--- src/rtl/spi_reg_slave.sv ---
// spi_reg_slave: SPI (mode 0) slave in front of a small register bank.
//   The first word of a frame is a command: MSB=1 read, MSB=0 write; the low
//   p_ADDR_W bits give the start address. Each later word writes or reads
//   register[addr]. The address post-increments and wraps.
// Ports:
//   i_clk, i_rst               system clock, synchronous active-high reset
//   i_sclk, i_mosi, i_ss       SPI bus from master (asynchronous, ss active-low)
//   o_miso                     serial data to master (0 unless in a read frame)
//   o_wr_stb/o_wr_addr/o_wr_data  one-cycle notification of each register write
//   i_rd_addr / o_rd_data      combinational local read port
//   o_busy                     frame in progress (FSM not idle)
module spi_reg_slave #(
  parameter int p_WORD_LEN = 8,
  parameter int p_ADDR_W   = 4
) (
  input  logic                  i_clk,
  input  logic                  i_rst,
  input  logic                  i_sclk,
  input  logic                  i_mosi,
  input  logic                  i_ss,
  output logic                  o_miso,
  output logic                  o_wr_stb,
  output logic [p_ADDR_W-1:0]   o_wr_addr,
  output logic [p_WORD_LEN-1:0] o_wr_data,
  input  logic [p_ADDR_W-1:0]   i_rd_addr,
  output logic [p_WORD_LEN-1:0] o_rd_data,
  output logic                  o_busy
);

  localparam int DEPTH  = 1 << p_ADDR_W;
  localparam int CNT_W  = (p_WORD_LEN > 1) ? $clog2(p_WORD_LEN) : 1;
  localparam int STAGES = 2;

  localparam logic [CNT_W-1:0]    LAST_BIT = CNT_W'(p_WORD_LEN - 1);
  localparam logic [CNT_W-1:0]    CNT_ONE  = CNT_W'(1);
  localparam logic [p_ADDR_W-1:0] ADDR_ONE = p_ADDR_W'(1);

  localparam logic [1:0] IDLE  = 2'd0;
  localparam logic [1:0] CMD   = 2'd1;
  localparam logic [1:0] WDATA = 2'd2;
  localparam logic [1:0] RDATA = 2'd3;

  // [0],[1] form the synchronizer; [2] is the previous synchronized sample
  logic [STAGES:0]   sclk_q, ss_q;
  logic [1:0]        mosi_q;
  // Marks how many synchronizer stages hold real pin samples since reset.
  // Edges are ignored until [STAGES] is set, so a frame that was already
  // running when reset hit cannot look like a fresh ss fall.
  logic [STAGES:0]   vld_pipe;

  logic [1:0]                      state;
  logic [CNT_W-1:0]                bit_cnt;
  logic [p_WORD_LEN-1:0]           rx_shift, tx_shift, rx_word;
  logic [p_ADDR_W-1:0]             addr;
  logic                            load_pend;
  logic [DEPTH-1:0][p_WORD_LEN-1:0] regs;

  logic sync_ok, sclk_rise, sclk_fall, ss_fall, ss_high, word_done;

  always_ff @(posedge i_clk) begin
    if (i_rst) begin
      sclk_q   <= '0;
      ss_q     <= '1;
      mosi_q   <= '0;
      vld_pipe <= '0;
    end else begin
      sclk_q   <= {sclk_q[STAGES-1:0], i_sclk};
      ss_q     <= {ss_q[STAGES-1:0], i_ss};
      mosi_q   <= {mosi_q[0], i_mosi};
      vld_pipe <= {vld_pipe[STAGES-1:0], 1'b1};
    end
  end

  assign sync_ok   = vld_pipe[STAGES];
  assign sclk_rise = sync_ok &  sclk_q[1] & ~sclk_q[2];
  assign sclk_fall = sync_ok & ~sclk_q[1] &  sclk_q[2];
  assign ss_fall   = sync_ok & ~ss_q[1]   &  ss_q[2];
  assign ss_high   = ss_q[1];
  assign rx_word   = {rx_shift[p_WORD_LEN-2:0], mosi_q[1]};
  assign word_done = sclk_rise & (bit_cnt == LAST_BIT) & (state != IDLE);

  always_ff @(posedge i_clk) begin
    if (i_rst) begin
      state     <= IDLE;
      bit_cnt   <= '0;
      rx_shift  <= '0;
      tx_shift  <= '0;
      addr      <= '0;
      load_pend <= 1'b0;
      regs      <= '0;
      o_wr_stb  <= 1'b0;
      o_wr_addr <= '0;
      o_wr_data <= '0;
    end else begin
      o_wr_stb <= 1'b0;
      if (ss_high) begin
        // frame ended or aborted: any partial word is dropped
        state     <= IDLE;
        bit_cnt   <= '0;
        rx_shift  <= '0;
        tx_shift  <= '0;
        load_pend <= 1'b0;
      end else if (state == IDLE) begin
        if (ss_fall) begin
          state    <= CMD;
          bit_cnt  <= '0;
          rx_shift <= '0;
        end
      end else begin
        if (sclk_rise) begin
          rx_shift <= rx_word;
          bit_cnt  <= (bit_cnt == LAST_BIT) ? '0 : bit_cnt + CNT_ONE;
        end
        if (word_done) begin
          case (state)
            CMD: begin
              addr <= rx_word[p_ADDR_W-1:0];
              if (rx_word[p_WORD_LEN-1]) begin
                state     <= RDATA;
                load_pend <= 1'b1;
              end else begin
                state <= WDATA;
              end
            end
            WDATA: begin
              regs[addr] <= rx_word;
              o_wr_stb   <= 1'b1;
              o_wr_addr  <= addr;
              o_wr_data  <= rx_word;
              addr       <= addr + ADDR_ONE;
            end
            default: load_pend <= 1'b1;
          endcase
        end
        // The fall that closes a word loads the next read word so its MSB is
        // on MISO before the master's next rise; other falls just shift.
        if ((state == RDATA) && sclk_fall) begin
          if (load_pend) begin
            tx_shift  <= regs[addr];
            addr      <= addr + ADDR_ONE;
            load_pend <= 1'b0;
          end else begin
            tx_shift <= {tx_shift[p_WORD_LEN-2:0], 1'b0};
          end
        end
      end
    end
  end

  assign o_miso    = (state == RDATA) & tx_shift[p_WORD_LEN-1];
  assign o_busy    = (state != IDLE);
  assign o_rd_data = regs[i_rd_addr];

endmodule

--- config.mk ---
export PLATFORM = sky130hd
export DESIGN_NAME = spi_reg_slave
export DESIGN_NICKNAME = d
export VERILOG_FILES = /design/src/rtl/spi_reg_slave.sv
export SDC_FILE = /design/constraint.sdc
export NUM_CORES = 1
export LEC_CHECK = 0
export CAP_MARGIN = 20
export CORE_AREA = 2 2 146 148
export CTS_BUF_LIST = sky130_fd_sc_hd__clkbuf_4 sky130_fd_sc_hd__clkbuf_8 sky130_fd_sc_hd__clkbuf_16
export DETAILED_ROUTE_END_ITERATION = 16
export DIE_AREA = 0 0 148 150
export GPL_ROUTABILITY_DRIVEN = 0
export GPL_TIMING_DRIVEN = 0
export SLEW_MARGIN = 5
export SYNTH_ARGS = -nofsm -noshare
export SYNTH_HDL_FRONTEND = slang
export SYNTH_SLANG_ARGS = --single-unit
--- constraint.sdc ---
create_clock -name i_clk -period 4.8 [get_ports i_clk]
set_input_delay 1.2 -clock i_clk [delete_from_list [all_inputs] [get_ports i_clk]]
set_output_delay 1.2 -clock i_clk [all_outputs]
set_load 0.005 [all_outputs]
Word level (Yosys, flattened, before mapping)
Cells that the tools add are included.

operators by class
  add/subtract/negate cells = 2
  order comparisons = 3
  eq/ne operators = 5
  muxes and demuxes = 31
  bitwise logic cells = 14
  reduce and logical (&&, ||, !) cells = 14

operators with widths
  kind                 count
  $bwmux 128           1
  $bmux 8 s4           2
  $demux 8 s4          1
  $mux 8               4
  $mux 7               3
  $mux 3               4
  $mux 4               3
  $lt 4x5->1 const B   2
  $and 1x1->1          9
  $mux 2               4
  $pmux 4 s2           1
  $reduce_bool 2->1    4
  $mux 1               7
  $reduce_and 2->1     3
  $not 1->1            5
  $add 4x1->4 const B  1
  $eq 2x2->1 const B   2
  $ge 4x1->1 const B   1
  $reduce_and 4->1     1
  $reduce_or 4->1      1
  $add 3x1->3 const B  1
  $eq 3x3->1 const B   1
  $reduce_and 3->1     1
  $eq 2x1->1 const B   1
  5 further kinds      6

word-level totals
  bits in registers = 177
  output and inout port bits = 23
  logic and storage cells = 99

Longest topological paths before layout
  depth in word-level cells = 7
  gate-level depth with buffers = 9

Least setup slack after synthesis
No wires, ideal clock.

  path type = input port to output port
  start point = input port i_rd_addr[0]
  end point = output port o_rd_data[2]
  arrival time = 2446 ps
  data required time = 3600 ps
  slack = 1154 ps
  stages on the path = 4
  buffers on the path = 2
  cells stage by stage = buf_6 > buf_8 > mux4_1 > mux4_2

between the ends
  longest elaborated chain between the ends = 2

ends and longest elaborated chain
  element                       RTL line  text
  start, declared               25        input logic [p_ADDR_W-1:0] i_rd_addr,
  $bmux 8 s4                    152       assign o_rd_data = regs[i_rd_addr];
  $mux 8 (implied by the code)  152
  end, declared                 26        output logic [p_WORD_LEN-1:0] o_rd_data,

Every way passes these cells. The select of a mux whose other input is x is not followed.

Final worst setup path
  start point = input port i_rd_addr[1]
  end point = output port o_rd_data[1]

The elaborated chain is that of the path after synthesis.

==> metrics.txt <==
count of cell types in the netlist 48; total CTS buffers 17; I/O Buffers 27; Power Dens Cells approximately 290 nW/um^2; Worst slew margin between 30% and 40%; drt via density ~5.8; non-filler cells, final 1,190; CP arrival between 3000 and 4000 ps; global route overflow 0; CTS tree built; Yosys warning count 0; count of state elements after synthesis approximately 180; CP cell instances buf_6 -> buf_6 -> buf_2 -> mux4_2 -> mux4_2 -> clkdlybuf4s50_1; GRT met1 Usage between 30 and 40%; Die Area about 22,000 sq um; antenna violations before repair 1; final setup fails 0; Worst path depth 6; clock slew at reported path FFs around 60 ps; Sum Neg Setup Slack 0 ps; first-pass detailed-route iteration total 5; IO Count 32; post-synth top area share approximately two fifths; R2R cell count 9; cts hold-fix bufs 0; CTS Root Cell clkbuf_16; Worst EP required between 3000 and 4000 ps; first-pass GRT wire length 41.0 mm; worst slew pin tran ~950 ps; DRC 0; final hold vios 0; slack of the critical path around 320 ps; Post-Syn Nets 876; remaining antenna violation count 0; nets 922; top cells by area, synth dfxtp_1 (39%), mux2i_1 (21%), nor2_1 (6.8%), mux4_1 (6.7%), mux4_2 (5.9%); RSZ-0062 raised after global routing false; DR vias 6,878; crit path max fanout 10; Seq/Total Area, Yosys between 30% and 40%; FF+latch area ~3500 sq um; Setup WS pre-CTS about 330 ps; Pins Over Slew Limit 0; GR peak layer met2; row count 53; HP Class reg -> reg; fillers ~2,000; die span in y around 150 um; Synth area leader dfxtp_1; Max-Cap Viols 0; post-synthesis cell count 857; kind of cell adding the most delay to the critical path buffers and inverters; post-cts resize count 0; P_leak about 4.8 nW; Critical Path Source Type input pin; largest net degree at the start of global routing 17; layout cell share with drive strength beyond 1 a little under an eighth; Post-synth EDFFs 0; CORE AREA just over 20,000 sq um; CTS Buffer Depth 2; Crit Path Category in -> out; Synth Area per Inst 10.6 sq um; Cell Area, Synth 9090 sq um; CP peak stage delay 540 ps; H-tree Lvls 4; fraction of registers with async set/reset 0%; post-CTS setup buffer count 0; Routed WL approximately 27 mm; critical path capture point type output pin; Slowest-stage cell, CP mux4_2; HPWL after DPL 18.9 mm; Max IR drop VDD between 0.15 and 0.2 mV; fin crit share 93.4%; Critical path buffers and inverters 4; worst hold slack 427 ps; status complete, no violations; final setup skew about 11 ps; Initial Util approximately 44%; Chip Width between 100 and 150 um; Tot Pwr 2.99 mW; vias in the first global route between 6,000 and 7,000; routing usage on met3 approximately 6.4%; grt met2 use a little under two fifths; Initial DRC Count 573; dpl cells approximately 1,200; routed len/inst approximately 23 um; clk_lat worst skew 440 ps; synth-to-layout area growth 13.4%; # clock sinks between 150 and 200; GRT Resource Usage Total between 20 and 30%; Main synth FF type dfxtp_1; hold path depth 1; area of the multi-input gates approximately 5100 sq um; Diodes inserted 0; Fmax roughly 220 MHz; post-layout min period approximately 4500 ps
stage by stage:
step,util (%),instance area (sq um)
2_1_floorplan,-,9090
3_3_place_gp,46.9,9700
3_5_place_dp,46.9,9700
4_1_cts,49.8,10300
5_1_grt,49.8,10300
6_report,49.8,10300
where the power goes:
| group | switching (mW) | leakage, nW | total, mW | internal, mW |
|---|---|---|---|---|
| registers | 0.00247 | 1.43 | 1.47 | 1.47 |
| logic | 0.0552 | 3.09 | 0.0827 | 0.0275 |
| clock network | 0.615 | 0.294 | 1.43 | 0.817 |
| total | 0.673 | 4.81 | 2.99 | 2.32 |
kinds of logic after synthesis:
kind of cell / count (synthesis) / synth area share (%)
buffers and inverters: 90 / 4.81
adder cells (fa/ha/maj): 10 / 1.38
XOR/XNOR: 2 / 0.193
AND/OR/NAND/NOR: 280 / 16.5
AO/OA/AOI/OAI: 61 / 4.63
multiplexers: 237 / 33.5
flip-flops: 177 / 39.0
worst register-to-register path, stage by stage, from the launching register on:
cell and delay [ps]:
dfxtp_1 580, buf_2 430, buf_2 440, inv_1 120, ha_1 190, and3b_1 170
buf_1 250, nand4_4 330, mux2i_1 230, nor2_1 60
sequential cells by signal, summed over array words and instances (netlist names), 4 cells and up:
name and flops:
tx_shift 8, o_wr_data 8, rx_shift 7, regs 128, addr 4, o_wr_addr 4
cells in the final DEF, fill, tap and decap left out, types with 2 or more instances in the layout:
cell type and count:
mux2i_1 190, dfxtp_1 177, nor2_1 165, clkbuf_1 42
clkdlybuf4s50_1 27, mux4_2 24, nand2_1 24, mux4_1 23
buf_2 22, a22oi_1 19, clkbuf_16 17, nand3_1 14
nand4_4 13, a21oi_1 13, nand4_1 12, nor2b_1 11
inv_1 10, and2_1 10, nor3_1 10, ha_1 10
o221ai_1 7, o21ai_1 7, buf_6 5, buf_1 5
and3b_1 4, clkinv_4 4, buf_4 3, nand4_2 3
a211oi_1 3, or2_2 3, o21ai_0 3, a221oi_1 3
clkbuf_8 3, buf_8 2, and4b_1 2, xnor2_1 2
bufinv_16 2, inv_6 2
worst paths after layout:
check | from | endpoint | slack [ps]
worst min-delay path | ss_q[0]$_SDFF_PP1_ | ss_q[1]$_SDFF_PP1_ | 430
worst min register to register | ss_q[0]$_SDFF_PP1_ | ss_q[1]$_SDFF_PP1_ | 430
worst max register to register | addr[1]$_SDFFE_PP0P_ | regs[42]$_SDFFE_PP0P_ | 1870
worst max-delay path | i_rd_addr[1] | o_rd_data[1] | 320
synthesized netlist by cell type, drive strengths merged, types with 2 or more instances:
cell / n
mux2i: 190
dfxtp: 177
nor2: 166
mux4: 47
clkbuf: 42
buf: 37
nand4: 28
nand2: 24
a22oi: 19
nand3: 14
a21oi: 13
inv: 11
nor2b: 11
and2: 10
ha: 10
nor3: 10
o21ai: 10
o221ai: 7
and3b: 4
or2: 4
a211oi: 3
a221oi: 3
and4b: 2
xnor2: 2
final cells by class:
type	count	area share (%)
multi-input cells	590	49.6
flip-flops and latches	177	34.4
clock buffers	21	4.60
plain buffers	79	3.84
well taps	275	3.34
repair buffers	27	2.62
clock inverters	10	1.21
inverters	11	0.401
metal layers:
metal  part of all wire, %  routed length (um)
met1                    45               12200
met3                   7.0                1910
met4                   3.5                 948
met5                 0.030                   8
met2                    44               12000
(Power assumes the default switching activity.)
